### config.mk
export PLATFORM = sky130hd
export DESIGN_NAME = mem_wb_pipe_nlane
export DESIGN_NICKNAME = d
export VERILOG_FILES = /design/src/rtl/mem_wb_pipe_nlane.sv
export SDC_FILE = /design/constraint.sdc
export NUM_CORES = 1
export LEC_CHECK = 0
export ABC_AREA = 1
export BUFFER_PORTS_ARGS = -buffer_cell sky130_fd_sc_hd__clkbuf_2
export CAP_MARGIN = 20
export CORE_ASPECT_RATIO = 1.2
export CORE_UTILIZATION = 38
export DETAILED_ROUTE_END_ITERATION = 7
export PLACE_DENSITY = 0.66
export SLEW_MARGIN = 30
export SYNTH_ARGS = -nofsm -noshare
export SYNTH_HDL_FRONTEND = slang
export SYNTH_SLANG_ARGS = --single-unit
### constraint.sdc
create_clock -name clk -period 2.61 [get_ports clk]
set_clock_uncertainty 0.1 [all_clocks]
set_input_delay 0.1305 -clock clk [delete_from_list [all_inputs] [get_ports clk]]
set_output_delay 0.1305 -clock clk [all_outputs]
set_load 0.02 [all_outputs]
### src/rtl/mem_wb_pipe_nlane.sv
// MEM->WB pipeline register for the N-issue core.
// Per-lane valid, stall/flush, x0 and intra-bundle WAW write squashing.
module mem_wb_pipe_nlane #(
  parameter int LANES  = 2,
  parameter int DATA_W = 32,
  parameter int REG_AW = 5,
  parameter int PC_W   = 8,
  parameter int CNT_W  = 32
) (
  input  logic                    clk,
  input  logic                    reset,
  input  logic                    stall,
  input  logic                    flush,
  input  logic [LANES-1:0]        valid_mem,
  input  logic [LANES-1:0]        regwrite_mem,
  input  logic [LANES*REG_AW-1:0] dest_reg_mem,
  input  logic [LANES*DATA_W-1:0] wdata_mem,
  input  logic [LANES*PC_W-1:0]   pc_plus1_mem,
  output logic [LANES-1:0]        valid_wb,
  output logic [LANES-1:0]        regwrite_wb,
  output logic [LANES*REG_AW-1:0] dest_reg_wb,
  output logic [LANES*DATA_W-1:0] wdata_wb,
  output logic [LANES*PC_W-1:0]   pc_plus1_wb,
  output logic [CNT_W-1:0]        retire_cnt
);

  logic [LANES-1:0] kill;
  logic [LANES-1:0] regwrite_nxt;
  logic [CNT_W-1:0] retire_inc;

  // Older lane loses its write to any younger lane writing the same reg.
  always_comb begin
    kill = '0;
    regwrite_nxt = '0;
    for (int i = 0; i < LANES; i++) begin
      for (int j = i + 1; j < LANES; j++) begin
        if (valid_mem[j] && regwrite_mem[j] &&
            dest_reg_mem[j*REG_AW +: REG_AW] ==
            dest_reg_mem[i*REG_AW +: REG_AW])
          kill[i] = 1'b1;
      end
      regwrite_nxt[i] = valid_mem[i] & regwrite_mem[i] &
                        (dest_reg_mem[i*REG_AW +: REG_AW] != '0) &
                        ~kill[i];
    end
  end

  // Number of real instructions entering WB this cycle.
  always_comb begin
    retire_inc = '0;
    for (int i = 0; i < LANES; i++)
      retire_inc = retire_inc + CNT_W'(valid_mem[i]);
  end

  // Stage register: reset > flush > stall > load.
  always_ff @(posedge clk) begin
    if (reset) begin
      valid_wb    <= '0;
      regwrite_wb <= '0;
      dest_reg_wb <= '0;
      wdata_wb    <= '0;
      pc_plus1_wb <= '0;
      retire_cnt  <= '0;
    end else if (flush) begin
      valid_wb    <= '0;
      regwrite_wb <= '0;
      dest_reg_wb <= '0;
      wdata_wb    <= '0;
      pc_plus1_wb <= '0;
    end else if (!stall) begin
      valid_wb    <= valid_mem;
      regwrite_wb <= regwrite_nxt;
      dest_reg_wb <= dest_reg_mem;
      wdata_wb    <= wdata_mem;
      pc_plus1_wb <= pc_plus1_mem;
      retire_cnt  <= retire_cnt + retire_inc;
    end
  end

endmodule

==> impl_metrics.py <==
metrics = {
    "synth": {
        "synth-seq-cells": 126,
        "seq_area_frac_synth_pct": 49.50,
        "ys_types": 29,
        "yosysTopAreaCellShare_pct": 49.50,
        "syn_area_um2": 5096,
        "synth_ff_type": "dfxtp_1",
        "ys_warn_count": 0,
        "yosys-top-cells-count": "nand2_1 (237), dfxtp_1 (126), a21oi_1 (107), nor2_1 (58), inv_1 (43)",
        "netlist_top_cells_area": "dfxtp_1 (49%), nand2_1 (17%), a21oi_1 (11%), nor2_1 (4.3%), inv_1 (3.2%)",
        "netlist_instances": 698,
        "synth_edf_count": 0,
        "async_flop_share_pct": 0,
        "synth_area_per_cell_um2": 7.301,
        "synth.most_common_cell": "nand2_1",
        "netlist.top_cell.by_area": "dfxtp_1",
        "synth_nets": 798,
    },
    "final_layout": {
        "layout.cells.non_filler": 1192,
        "final_core_util_pct": 60.36,
        "nNetsFinal": 1112,
        "area_delta_synth_final_pct": 55.44,
        "n_antenna_cell": 0,
        "drive_above_1_share_pct": 27.93,
        "fillers": 1168,
    },
    "sta": {
        "relSlewSlack_pct": 41.31,
        "period_minus_slack_ns": 2.184,
        "max_slew.worst_pin.slew_ns": 0.8804,
        "setup_violations": 0,
        "rsz0062_at_grt": "no",
        "finalHoldViolCount": 0,
        "finalCritPeriodShare_pct": 83.68,
        "fin_setup_tns_ns": 0,
        "fmax_mhz": 457.9,
        "slew_violations": 0,
        "finalWorstSetupSlack_ns": 0.4260,
    },
    "clock_network": {
        "numCtsBuffers": 17,
        "clock-root-buffer": "clkbuf_16",
        "clock_sinks": 126,
        "clock_latency_ns": 0.40,
        "cts_buffer_depth": 2,
        "cts_resized": 0,
        "htree_levels": 4,
        "clkTransAtPathRegs_ns": 0.06,
        "cts_tree": "done",
    },
    "drt": {
        "drt_iter0_drc": 370,
        "postRouteAntennaNets": 0,
        "post-route-drc-count": 0,
        "vias_per_cell": 4.674,
        "drt-total-wl_um": 16000,
        "first_pass_iters": 6,
        "vias": 5571,
        "wl_per_cell_um": 13.43,
    },
    "power_and_ir_drop": {
        "leakage_nw": 3.618,
        "clock_power_share_pct": 47.8,
        "powerDensity_nw_per_um2": 607.6,
        "p_int_mw": 3.678,
        "switching_power_mw": 1.135,
        "p_comb_share_pct": 10.6,
        "ir_worst_vdd_mv": 0.3592,
        "switching_share_pct": 23.58,
        "pwr-share-seq_pct": 41.6,
    },
    "floorplan": {
        "core-area_um2": 13120,
        "row_count": 46,
        "initial_core_util_pct": 38.83,
        "die_height_um": 128.9,
        "die_area_um2": 13880,
        "ios": 224,
        "die_w_um": 107.7,
    },
    "global_routing": {
        "grt_start_max_net_pins": 88,
        "grt_pass1_vias": 5097,
        "use_met1_pct": 24.98,
        "grt.overflow.total": 0,
        "antenna_found_initial": 0,
        "busiest_layer": "met2",
        "grt_pass1_wl_um": 24320,
        "grt.total_usage_pct": 22.27,
        "grtUsageMet3_pct": 6.687,
        "use_met2_pct": 39.71,
    },
    "critical_path": {
        "reg2reg_slack_ns": 0.53,
        "startpoint": "valid_mem[0]",
        "worst_ep_required_time_ns": 2.85,
        "crit_fanout": 5,
        "cp-end-kind": "flop",
        "critPathMostFrequentCell": "nand2_1",
        "slowest_delay_ns": 0.54,
        "critPathTopFamily": "simple AND/OR/NAND/NOR gates",
        "crit_type": "in2reg",
        "cp_slowest_cell": "dlygate4sd3_1",
        "cp_cell_sequence": "dlygate4sd3_1 -> clkbuf_2 -> inv_1 -> fa_1 -> inv_1 -> ha_1 -> nand3_2 -> nor2_4 -> nand3_4 -> nor2_4 -> nand2_1 -> nand2_1 -> nand2_1 -> nor2_1",
        "critPathArrivalTime_ns": 2.42,
        "startpoint_type": "primary input",
        "r2r-start": "retire_cnt[0]$_SDFFE_PP0P_",
        "critPathBufInv": 4,
    },
    "placed_design": {
        "io_buffer_count": 223,
        "post-place-ws_ns": 0.5593,
        "gp_congestion": 0.8735,
        "numPlacedInstances": 1061,
        "dp.final_hpwl_um": 10450,
    },
    "outcome": {
        "status": "finished clean",
    },
    "min_path": {
        "hold_path_startpoint": "flush",
        "min_path_type": "in2reg",
    },
    "job": {
        "cap_violations": 0,
    },
}
area by class of cell:
class / count / area [µm²] / share of cell area [%]
well taps: 168 / 210.2 / 2.654
repair buffers: 328 / 2180 / 27.52
clock inverters: 11 / 116.4 / 1.469
multi-input cells: 491 / 2245 / 28.34
clock buffers: 20 / 466.7 / 5.892
flip-flops and latches: 126 / 2522 / 31.84
inverters: 48 / 181.4 / 2.290
sequential cells by signal, summed over array words and instances (netlist names):
name / flops
wdata_wb: 64
retire_cnt: 32
dest_reg_wb: 10
valid_wb: 2
pc_plus1_wb: 16
regwrite_wb: 2
worst paths after layout:
| check | cells past startpoint | end |
|---|---|---|
| setup / recovery | 14 | retire_cnt[28]$_SDFFE_PP0P_ |
| hold / removal | 4 | regwrite_wb[1]$_SDFFE_PP0N_ |
| setup reg to reg | 12 | retire_cnt[28]$_SDFFE_PP0P_ |
| hold reg to reg | 2 | wdata_wb[52]$_SDFFE_PP0N_ |
layer usage:
layer / vias to the layer above / share of wire [%]
met5: - / 0
met3: 28 / 6.9
li1: 2854 / -
met4: 0 / 2.1
met1: 2513 / 42
met2: 176 / 49
per-stage QoR:
step	power [mW]	hold WS, ns	cell area [µm²]
2_1_floorplan	2.254	0.1066	5096
3_3_place_gp	2.421	0.2632	6337
3_5_place_dp	2.426	0.2675	6337
4_1_cts	4.857	0.01043	7921
5_1_grt	4.991	0.04066	7921
6_report	4.813	0.007607	7921
tightest hold or removal path, stage by stage:
cell,delay (ns)
clkbuf_2,0.11
nor2_2,0.09
o21ai_0,0.08
a21oi_1,0.04
cell families after synthesis:
kind of cell    count (synthesis)  share of synthesized area [%]
simple gates                  355                          29.90
compound gates                130                          12.82
flops                         126                          49.50
buf+inv                        81                          6.457
xor+xnor                        4                         0.6876
fa+ha+maj                       2                         0.6383
power by group through the flow:
stage	registers [mW]	logic, mW	clock network (mW)
after floorplan	2.10	0.155	0
after global placement	2.04	0.383	0
after detailed placement	2.04	0.386	0
after CTS	2.00	0.509	2.35
after global routing	2.00	0.557	2.43
final	2.00	0.511	2.30
cell usage in the layout (no fill, tap or decap), types with 8 or more instances in the layout:
cell           count
inv_1             43
dlygate4sd3_1    100
nand3_1           24
nand2_1          237
o21ai_0           21
nand4_1            8
clkbuf_2         223
clkbuf_16         17
nor2_1            58
a21oi_1          107
dfxtp_1          126
what timing repair did:
action / CTS / global route
endpoints found under the hold margin: 94 / 0
hold buffers: 100 / 0
setup buffers: 0 / 0
endpoints found under the setup margin: 0 / 0
No activity file was read; power rests on OpenSTA's default activity.
